**src/rtl/multi_seg_loader_fsm.sv**
```systemverilog
// Boot/run controller: loads NUM_SEGS segments over a UART-lite through one
// single-outstanding command port, runs the processor, then reports completion.
module multi_seg_loader_fsm #(
   parameter int                        DATAW     = 32,
   parameter int                        ADDRW     = 32,
   parameter int                        NUM_SEGS  = 2,
   parameter logic [NUM_SEGS*ADDRW-1:0] SEG_BASE  = {32'h0001_0000, 32'h0000_0000},
   parameter logic [NUM_SEGS*8-1:0]     SEG_TAG   = {8'haa, 8'h99},
   parameter logic [7:0]                DONE_TAG  = 8'hbb,
   parameter logic [ADDRW-1:0]          UART_BASE = 32'h4060_0000,
   localparam int                       BYTES     = DATAW / 8,
   localparam int                       SW        = $clog2(NUM_SEGS + 1)
) (
   input  logic             clk,
   input  logic             rst,
   input  logic             start,
   output logic             cmd_valid,
   input  logic             cmd_ready,
   output logic             cmd_write,
   output logic [ADDRW-1:0] cmd_addr,
   output logic [DATAW-1:0] cmd_wdata,
   output logic [BYTES-1:0] cmd_wstrb,
   input  logic             rsp_valid,
   input  logic [DATAW-1:0] rsp_rdata,
   input  logic             rsp_error,
   output logic             processor_enable,
   input  logic             proc_done,
   output logic             busy,
   output logic [SW-1:0]    seg_idx,
   output logic             error
);

   typedef enum logic [3:0] {
      S_IDLE, S_TAG, S_LEN, S_DATA, S_WRITE, S_NEXT, S_EXEC, S_DONE, S_HALT, S_ERR
   } state_t;

   // UART procedures first poll STAT, then perform the transfer itself
   typedef enum logic {PH_STAT, PH_XFER} phase_t;

   state_t           state_q, state_d;
   phase_t           phase_q, phase_d;
   logic             cmd_valid_q, cmd_valid_d;
   logic             cmd_write_q, cmd_write_d;
   logic [ADDRW-1:0] cmd_addr_q, cmd_addr_d;
   logic [DATAW-1:0] cmd_wdata_q, cmd_wdata_d;
   logic [BYTES-1:0] cmd_wstrb_q, cmd_wstrb_d;
   logic             wait_q, wait_d;
   logic             pe_q, pe_d;
   logic             err_q, err_d;
   logic [31:0]      len_q, len_d;
   logic [31:0]      off_q, off_d;
   logic [1:0]       cnt_q, cnt_d;
   logic [DATAW-1:0] pack_q, pack_d;
   logic [SW-1:0]    seg_q, seg_d;

   logic [SW-1:0]    seg_inc;
   logic [ADDRW-1:0] seg_base, req_addr;
   logic [7:0]       seg_tag, rx_byte;
   logic [31:0]      lane;
   logic [BYTES-1:0] lane_strb, req_strb;
   logic [DATAW-1:0] req_wdata;
   logic             req_write, need_cmd, last_byte, lane_full;
   logic             rdata_unused;

   assign rx_byte      = rsp_rdata[7:0];
   assign rdata_unused = ^rsp_rdata[DATAW-1:8];
   assign seg_inc      = seg_q + SW'(1);
   assign lane         = off_q % 32'(BYTES);
   assign lane_full    = (lane == 32'(BYTES - 1));
   assign last_byte    = (off_q == len_q - 32'd1);
   assign need_cmd     = (state_q == S_TAG) || (state_q == S_LEN) || (state_q == S_DATA) ||
                         (state_q == S_WRITE) || (state_q == S_DONE);

   always_comb begin
      seg_base = '0;
      seg_tag  = '0;
      for (int i = 0; i < NUM_SEGS; i++) begin
         if (seg_q == SW'(i)) begin
            seg_base = SEG_BASE[i*ADDRW +: ADDRW];
            seg_tag  = SEG_TAG[i*8 +: 8];
         end
      end
      lane_strb = '0;
      for (int i = 0; i < BYTES; i++) begin
         lane_strb[i] = (32'(i) <= lane);
      end
   end

   // Command the current state wants issued; latched only when cmd_valid rises
   always_comb begin
      req_write = 1'b0;
      req_addr  = UART_BASE + ADDRW'(8);
      req_wdata = '0;
      req_strb  = '0;
      case (state_q)
         S_TAG, S_DONE: begin
            if (phase_q == PH_XFER) begin
               req_write = 1'b1;
               req_addr  = UART_BASE + ADDRW'(4);
               req_wdata = DATAW'((state_q == S_TAG) ? seg_tag : DONE_TAG);
               req_strb  = BYTES'(1);
            end
         end
         S_LEN, S_DATA: begin
            if (phase_q == PH_XFER) req_addr = UART_BASE;
         end
         S_WRITE: begin
            req_write = 1'b1;
            req_addr  = seg_base + ADDRW'(off_q & ~32'(BYTES - 1));
            req_wdata = pack_q;
            req_strb  = lane_strb;
         end
         default: ;
      endcase
   end

   always_comb begin
      state_d     = state_q;
      phase_d     = phase_q;
      cmd_valid_d = cmd_valid_q;
      cmd_write_d = cmd_write_q;
      cmd_addr_d  = cmd_addr_q;
      cmd_wdata_d = cmd_wdata_q;
      cmd_wstrb_d = cmd_wstrb_q;
      wait_d      = wait_q;
      pe_d        = pe_q;
      err_d       = err_q;
      len_d       = len_q;
      off_d       = off_q;
      cnt_d       = cnt_q;
      pack_d      = pack_q;
      seg_d       = seg_q;

      if (rsp_valid && rsp_error) begin
         state_d     = S_ERR;
         err_d       = 1'b1;
         pe_d        = 1'b0;
         cmd_valid_d = 1'b0;
         wait_d      = 1'b0;
      end else begin
         case (state_q)
            S_IDLE, S_HALT: begin
               if (start) begin
                  state_d = S_TAG;
                  phase_d = PH_STAT;
                  seg_d   = '0;
               end
            end
            S_NEXT: begin
               seg_d   = seg_inc;
               phase_d = PH_STAT;
               state_d = (seg_inc < SW'(NUM_SEGS)) ? S_TAG : S_EXEC;
            end
            S_EXEC: begin
               if (proc_done) begin
                  pe_d    = 1'b0;
                  state_d = S_DONE;
                  phase_d = PH_STAT;
               end else begin
                  pe_d = 1'b1;
               end
            end
            default: begin
               if (!need_cmd) begin
                  state_d = state_q;
               end else if (cmd_valid_q) begin
                  if (cmd_ready) begin
                     cmd_valid_d = 1'b0;
                     wait_d      = 1'b1;
                  end
               end else if (wait_q) begin
                  if (rsp_valid) begin
                     wait_d = 1'b0;
                     case (state_q)
                        S_TAG, S_DONE: begin
                           if (phase_q == PH_STAT) begin
                              if (!rsp_rdata[3]) phase_d = PH_XFER;
                           end else begin
                              phase_d = PH_STAT;
                              if (state_q == S_TAG) begin
                                 state_d = S_LEN;
                                 cnt_d   = '0;
                                 len_d   = '0;
                              end else begin
                                 state_d = S_HALT;
                              end
                           end
                        end
                        S_LEN: begin
                           if (phase_q == PH_STAT) begin
                              if (rsp_rdata[0]) phase_d = PH_XFER;
                           end else begin
                              phase_d = PH_STAT;
                              len_d[{cnt_q, 3'b000} +: 8] = rx_byte;
                              cnt_d = cnt_q + 2'd1;
                              if (cnt_q == 2'd3) begin
                                 if ({rx_byte, len_q[23:0]} == 32'd0) begin
                                    state_d = S_NEXT;
                                 end else begin
                                    state_d = S_DATA;
                                    off_d   = '0;
                                    pack_d  = '0;
                                 end
                              end
                           end
                        end
                        S_DATA: begin
                           if (phase_q == PH_STAT) begin
                              if (rsp_rdata[0]) phase_d = PH_XFER;
                           end else begin
                              phase_d = PH_STAT;
                              for (int i = 0; i < BYTES; i++) begin
                                 if (lane == 32'(i)) pack_d[i*8 +: 8] = rx_byte;
                              end
                              if (lane_full || last_byte) begin
                                 state_d = S_WRITE;
                              end else begin
                                 off_d = off_q + 32'd1;
                              end
                           end
                        end
                        S_WRITE: begin
                           phase_d = PH_STAT;
                           if (last_byte) begin
                              state_d = S_NEXT;
                           end else begin
                              off_d   = off_q + 32'd1;
                              pack_d  = '0;
                              state_d = S_DATA;
                           end
                        end
                        default: ;
                     endcase
                  end
               end else begin
                  cmd_valid_d = 1'b1;
                  cmd_write_d = req_write;
                  cmd_addr_d  = req_addr;
                  cmd_wdata_d = req_wdata;
                  cmd_wstrb_d = req_strb;
               end
            end
         endcase
      end
   end

   always_ff @(posedge clk or negedge rst) begin
      if (!rst) begin
         state_q     <= S_IDLE;
         phase_q     <= PH_STAT;
         cmd_valid_q <= 1'b0;
         cmd_write_q <= 1'b0;
         cmd_addr_q  <= '0;
         cmd_wdata_q <= '0;
         cmd_wstrb_q <= '0;
         wait_q      <= 1'b0;
         pe_q        <= 1'b0;
         err_q       <= 1'b0;
         len_q       <= '0;
         off_q       <= '0;
         cnt_q       <= '0;
         pack_q      <= '0;
         seg_q       <= '0;
      end else begin
         state_q     <= state_d;
         phase_q     <= phase_d;
         cmd_valid_q <= cmd_valid_d;
         cmd_write_q <= cmd_write_d;
         cmd_addr_q  <= cmd_addr_d;
         cmd_wdata_q <= cmd_wdata_d;
         cmd_wstrb_q <= cmd_wstrb_d;
         wait_q      <= wait_d;
         pe_q        <= pe_d;
         err_q       <= err_d;
         len_q       <= len_d;
         off_q       <= off_d;
         cnt_q       <= cnt_d;
         pack_q      <= pack_d;
         seg_q       <= seg_d;
      end
   end

   assign cmd_valid        = cmd_valid_q;
   assign cmd_write        = cmd_write_q;
   assign cmd_addr         = cmd_addr_q;
   assign cmd_wdata        = cmd_wdata_q;
   assign cmd_wstrb        = cmd_wstrb_q;
   assign processor_enable = pe_q;
   assign seg_idx          = seg_q;
   assign error            = err_q;
   assign busy             = !((state_q == S_IDLE) || (state_q == S_HALT) || (state_q == S_ERR));

endmodule
```
**config.mk**
```make
export PLATFORM = sky130hd
export DESIGN_NAME = multi_seg_loader_fsm
export DESIGN_NICKNAME = d
export VERILOG_FILES = /design/src/rtl/multi_seg_loader_fsm.sv
export SDC_FILE = /design/constraint.sdc
export NUM_CORES = 1
export LEC_CHECK = 0
export ABC_AREA = 1
export BUFFER_PORTS_ARGS = -buffer_cell sky130_fd_sc_hd__buf_2
export CORE_MARGIN = 3
export CORE_UTILIZATION = 54
export DETAILED_ROUTE_END_ITERATION = 8
export PLACE_DENSITY_LB_ADDON = 0.05
export SYNTH_ARGS = -nofsm -noshare
export SYNTH_HDL_FRONTEND = slang
export SYNTH_SLANG_ARGS = --single-unit
```
**constraint.sdc**
```tcl
create_clock -name clk -period 2.2 [get_ports clk]
set_input_delay 0.22 -clock clk [delete_from_list [all_inputs] [get_ports clk]]
set_output_delay 0.22 -clock clk [all_outputs]
set_load 0.01 [all_outputs]
```
# --- Yosys cells after proc, flatten, opt, wreduce, memory -nomap -nowiden ---
# Cells that the tools add are included.
word_totals:
  in_bits: 39
  regBits: 178
  output_inout_bits: 75
classes:
  n_lt_le_gt_ge: 5
  n_addsub: 6
  n_mux: 84
  n_shift: 2
  n_reduce_logical: 42
  bitwise: 4
  eq_ne: 40
ops:
  columns: ["operator", "count"]
  rows:
  - ["$mux W32", 11]
  - ["$pmux W32 S3", 3]
  - ["$pmux W32 S2", 2]
  - ["$reduce_and A13 Y1", 5]
  - ["$logic_not A32 Y1", 2]
  - ["$mux W8", 8]
  - ["$mux W4", 15]
  - ["$add A17 B32 Y32", 1]
  - ["$add A32 B1 Y32 const B", 1]
  - ["$bwmux W32", 1]
  - ["$eq A32 B32 Y1", 1]
  - ["$shift A8 B7 Y32 const A", 1]
  - ["$shiftx A8 B7 Y32", 1]
  - ["$sub A32 B1 Y32 const B", 1]
  - ["$mux W1", 28]
  - ["$ne A2 B2 Y1 const B", 10]
  - ["$mux W17", 1]
  - ["$eq A4 B3 Y1 const B", 4]
  - ["$pmux W4 S4", 1]
  - ["$reduce_bool A5 Y1", 3]
  - ["$ne A6 B1 Y1 const B", 2]
  - ["$ne A6 B2 Y1 const B", 2]
  - ["$pmux W4 S3", 1]
  - ["$reduce_and A12 Y1", 1]
  - ["40 further kinds", 77]

# --- Logic depth before layout (Yosys ltp) ---
depth:
  depth_word: 12
  depth_mapped: 20
  mapped_depth_nobuf: 19

# --- Worst setup path after synthesis ---
# No wires, ideal clock.
synth_timing:
  path_kind: "register to register"
  from: "reg len_q[0]"
  to: "reg off_q[27]"
  period_less_slack_ns: 2.289
  path_stages_with_launch: 18
  setup_time_ns: 0.117
  setup_slack_ns: -0.089
  arrival_time_ns: 2.172
  t_required_ns: 2.083
  path_cell_list: "dfrtp_1 inv_2 ha_1 nand3_4 nor2_4 buf_6 nand3_1 nand2_1 nand2_1 nor2_2 nand3_2 nor2_4 nand3_4 nand3_4 inv_4 buf_6 nand3_2 nand2_1"
synth_between:
  elab_chain_len: 5
  word_cells_on_any_way: 8
  classes_between: "1 x add/sub; 4 x eq/ne; 3 x reduce/logical"
synth_lines:
  columns: ["item", "line_no", "text"]
  rows:
  - ["from (decl)", "50", "logic [31:0] len_q, len_d;"]
  - ["from (signal assigned)", "275", "len_q <= len_d;"]
  - ["$sub A32 B1 Y32", "70", "assign last_byte = (off_q == len_q - 32'd1);"]
  - ["$eq A32 B32 Y1", "70", null]
  - ["$logic_or A1 B1 Y1", "215", "if (lane_full || last_byte) begin"]
  - ["$ne A2 B2 Y1 (no line)", null, null]
  - ["$reduce_and A13 Y1 (no line) *", null, null]
  - ["to (signal assigned)", "260", "off_q <= '0;"]
  - ["to (signal assigned)", "276", "off_q <= off_d;"]
  - ["to (decl)", "51", "logic [31:0] off_q, off_d;"]
# Every way passes the cells marked *; elsewhere a longest branch is shown, timed or not.
# A chain may end at the register's enable or synchronous reset.

# --- Worst setup path after layout ---
layout_timing:
  from: "reg len_q[2]"
  to: "reg off_q[23]"
# Same word-level chain as after synthesis.

==> results.cfg <==
[yosys]
synth_cell_types = 47
synth-edff-count = 0
synth_top_area_share_pct = 40.39
yosysSeqAreaShare_pct = 40.39
synth_seq_cells = 175
synthCells = 1454
syn-cell-area_sq_um = 10840
synthArstFlopShare_pct = 100.0
synth_top_cell_by_area = dfrtp_1
ys_top_cells_by_area = dfrtp_1, nand2_1, nor2_1
syn_avg_cell_area_sq_um = 7.456
yosysWarnings = 0
ys.flop_type = dfrtp_1

[global_routing]
overflow = 0
track_usage_pct = 31.91
antenna_found_initial = 0
grt_first_pass_wirelength_mm = 54.93
grt_pass1_vias = 10310
grt_max_degree = 57

[final_layout]
stdcell_count = 2004
fin_nets = 1779
antenna_cells = 0
drive_gt1_share_pct = 31.45
n_fill_cell = 1609
area.sequential_sq_um = 4384
syn_to_final_growth_pct = 30.74
multi_input_area_sq_um = 6028

[timing]
max_freq_mhz = 387.6
period_share_pct = 117.3
fin_ws_ns = -0.3800
max_slew_margin_pct = 62.01
maxSlewViolCount = 0
worst_pin_slew_ns = 0.5697
setup_violations = 68
rsz0062_at_grt = yes
hold_viol = 0
hold_ws_ns = 0.07148
clock_skew_ns = 0.01059
setup-tns-final_ns = -23.28
fin_crit_ns = 2.580

[power]
vdd_drop_max_v = 0.0005635
power_uw = 9629
leakagePower_uw = 0.007434
p_per_area_nw_per_um2 = 679.3

[worst_setup_path]
critPathBufInv = 4
worst_ep_arrival_time_ns = 2.91
path_delay_family = simple AND/OR/NAND/NOR gates
crit_slowest_cell = dfrtp_1
critPathRequiredTime_ns = 2.53
crit_type = reg -> reg
end_kind = register
crit_path_cell_trace = nor2_1 -> nand2_4 -> nor2_4 -> nand2_2 -> nor2_1 -> nand2_1 -> nand2_2 -> nor2_4 -> buf_4 -> inv_1 -> nor2_1 -> nand2_1 -> nor2_2 -> a21oi_2 -> nand3_4 -> buf_12 -> clkbuf_16 -> nand2_2 -> nand2_1
start_kind = register
crit_fanout = 7
slowest_delay_ns = 0.40

[route]
drt_iter0_markers = 710
ant_nets = 0
vias = 10650
wl_per_cell_um = 17.01
routed_wirelength_mm = 34.09
drc = 0
via_per_inst = 5.315
drtPass1Iterations = 8

[placed_design]
hpwlAfterDp_mm = 25.80
dp_slack_ns = -0.4897
gp_congestion = 0.9505
portBuffers = 87
placed_cells = 1954

[clock_network]
clkSinkCount = 175
ctsHtreeMaxLevel = 4
root_buffer = clkbuf_16
cts_made_buffers = 17
clock_latency_ns = 0.44
clockBufferDepth = 2
cts_tree = yes
clk_pin_slew_ns = 0.07

[status]
outcome = finished, violations left
violations = negative setup slack

[floorplanning]
die_x_um = 147.7
die_height_um = 147.7
core_sq_um = 19590
row_count = 51
dieArea_sq_um = 21810
start_util_pct = 55.34
boundaryPins = 114

[worst_hold_path]
hp-class = in -> reg

[flow_run]
max_cap_violations = 0
[layer usage]
layer	share of wire, %	GRT usage (%)	vias to the layer above
met5	0	0	-
met4	3.4	11.51	0
met3	5.9	5.303	66
met2	47	51.30	358
li1	-	-	5202
met1	44	43.97	5025
[registers in the layout, summed over array words and instances (netlist names)]
name,flops
cmd_wstrb,4
cnt_q,2
seg_idx,2
phase_q,1
error,1
wait_q,1
processor_enable,1
cmd_valid,1
pack_q,32
off_q,32
state_q,4
len_q,32
cmd_addr,30
cmd_wdata,32
[cell usage in the layout (no fill, tap or decap), types with 7 or more instances in the layout]
master     netlist  routed
nand4_1         28      28
nand3_2         32      35
nand2_4          1       8
a22o_1          28      28
dfrtp_1        175     171
inv_2           14      11
nor2_4          11      20
a21oi_1         20      17
xnor2_1         23      23
inv_1          135     134
xor2_1          45      45
buf_2            9      86
nor2_1         187     161
nand3_1         58      55
buf_12           0      11
buf_6           10      10
ha_1            14      10
nor2_2           9      27
buf_4            3     188
nor3_1          19      18
clkbuf_16        0      18
nor4_1           7       7
o31ai_1         23      23
o21ai_0         54      52
nand2_1        464     387
nand2_2         11      81
[metrics by stage]
| stage | cell area, sq um | utilization [%] |
|---|---|---|
| after floorplan | 10860 | - |
| after global placement | 12950 | 66.12 |
| after detailed placement | 12950 | 66.12 |
| after CTS | 13930 | 71.11 |
| after global routing | 14170 | 72.36 |
| final | 14170 | 72.36 |
[power breakdown]
group          switching (uW)  total [uW]  leakage (uW)  internal [uW]
sequential                243        3740       0.00236           3490
combinational            1870        2940       0.00481           1070
clock                    1460        2950      0.000261           1490
total                    3580        9630       0.00743           6050
[logic make-up after synthesis]
logic type / after synthesis / share of synthesized area, %
AOI/OAI and AO/OA: 148 / 8.760
xor gates and xnor gates: 68 / 5.493
adders and majority gates: 14 / 1.616
buffers and inverters: 201 / 7.882
DFF: 175 / 40.39
other: 1 / 0.03459
and+or+nand+nor: 847 / 35.82
[worst min-delay path: stages]
cell     delay, ns
buf_2         0.07
or2_2         0.10
o21ai_0       0.07
[final cells by class]
type,count,area share [%]
tap,265,2.339
sequential,175,30.93
clock inverter,14,0.8562
timing repair buffer,300,16.17
inverter,152,4.149
multi-input combinational,1080,42.53
clock buffer,18,3.028
[timing repair]
action                                 CTS  global route
pin swaps                               24            24
gates cloned                             4             1
setup buffers                            9             5
setup endpoints to repair               68           154
resized for setup                       86            70
endpoints found under the hold margin   41             0
hold buffers                             1             0
[synthesized netlist by cell type (all sizes together), types with 22 or more instances]
cell / count
clkbuf: 27
xnor2: 23
nand4: 32
o31ai: 23
a22o: 28
nand2: 476
o21ai: 60
dfrtp: 175
buf: 22
xor2: 45
nor2: 207
inv: 150
nand3: 95
[final timing paths]
check	start	to	slack [ns]	depth (start not counted)
min in group asynchronous	rst	cmd_addr[15]$_DFFE_PN0P_	0.28	2
max in group asynchronous	rst	len_q[8]$_DFFE_PN0P_	1.13	3
hold / removal	proc_done	processor_enable$_DFFE_PN0P_	0.07	3
hold reg to reg	error$_DFFE_PN0P_	error$_DFFE_PN0P_	0.47	1
setup reg to reg	len_q[2]$_DFFE_PN0P_	off_q[23]$_DFFE_PN0P_	-0.38	19
setup / recovery	len_q[2]$_DFFE_PN0P_	off_q[23]$_DFFE_PN0P_	-0.38	19
(Power assumes the default switching activity.)
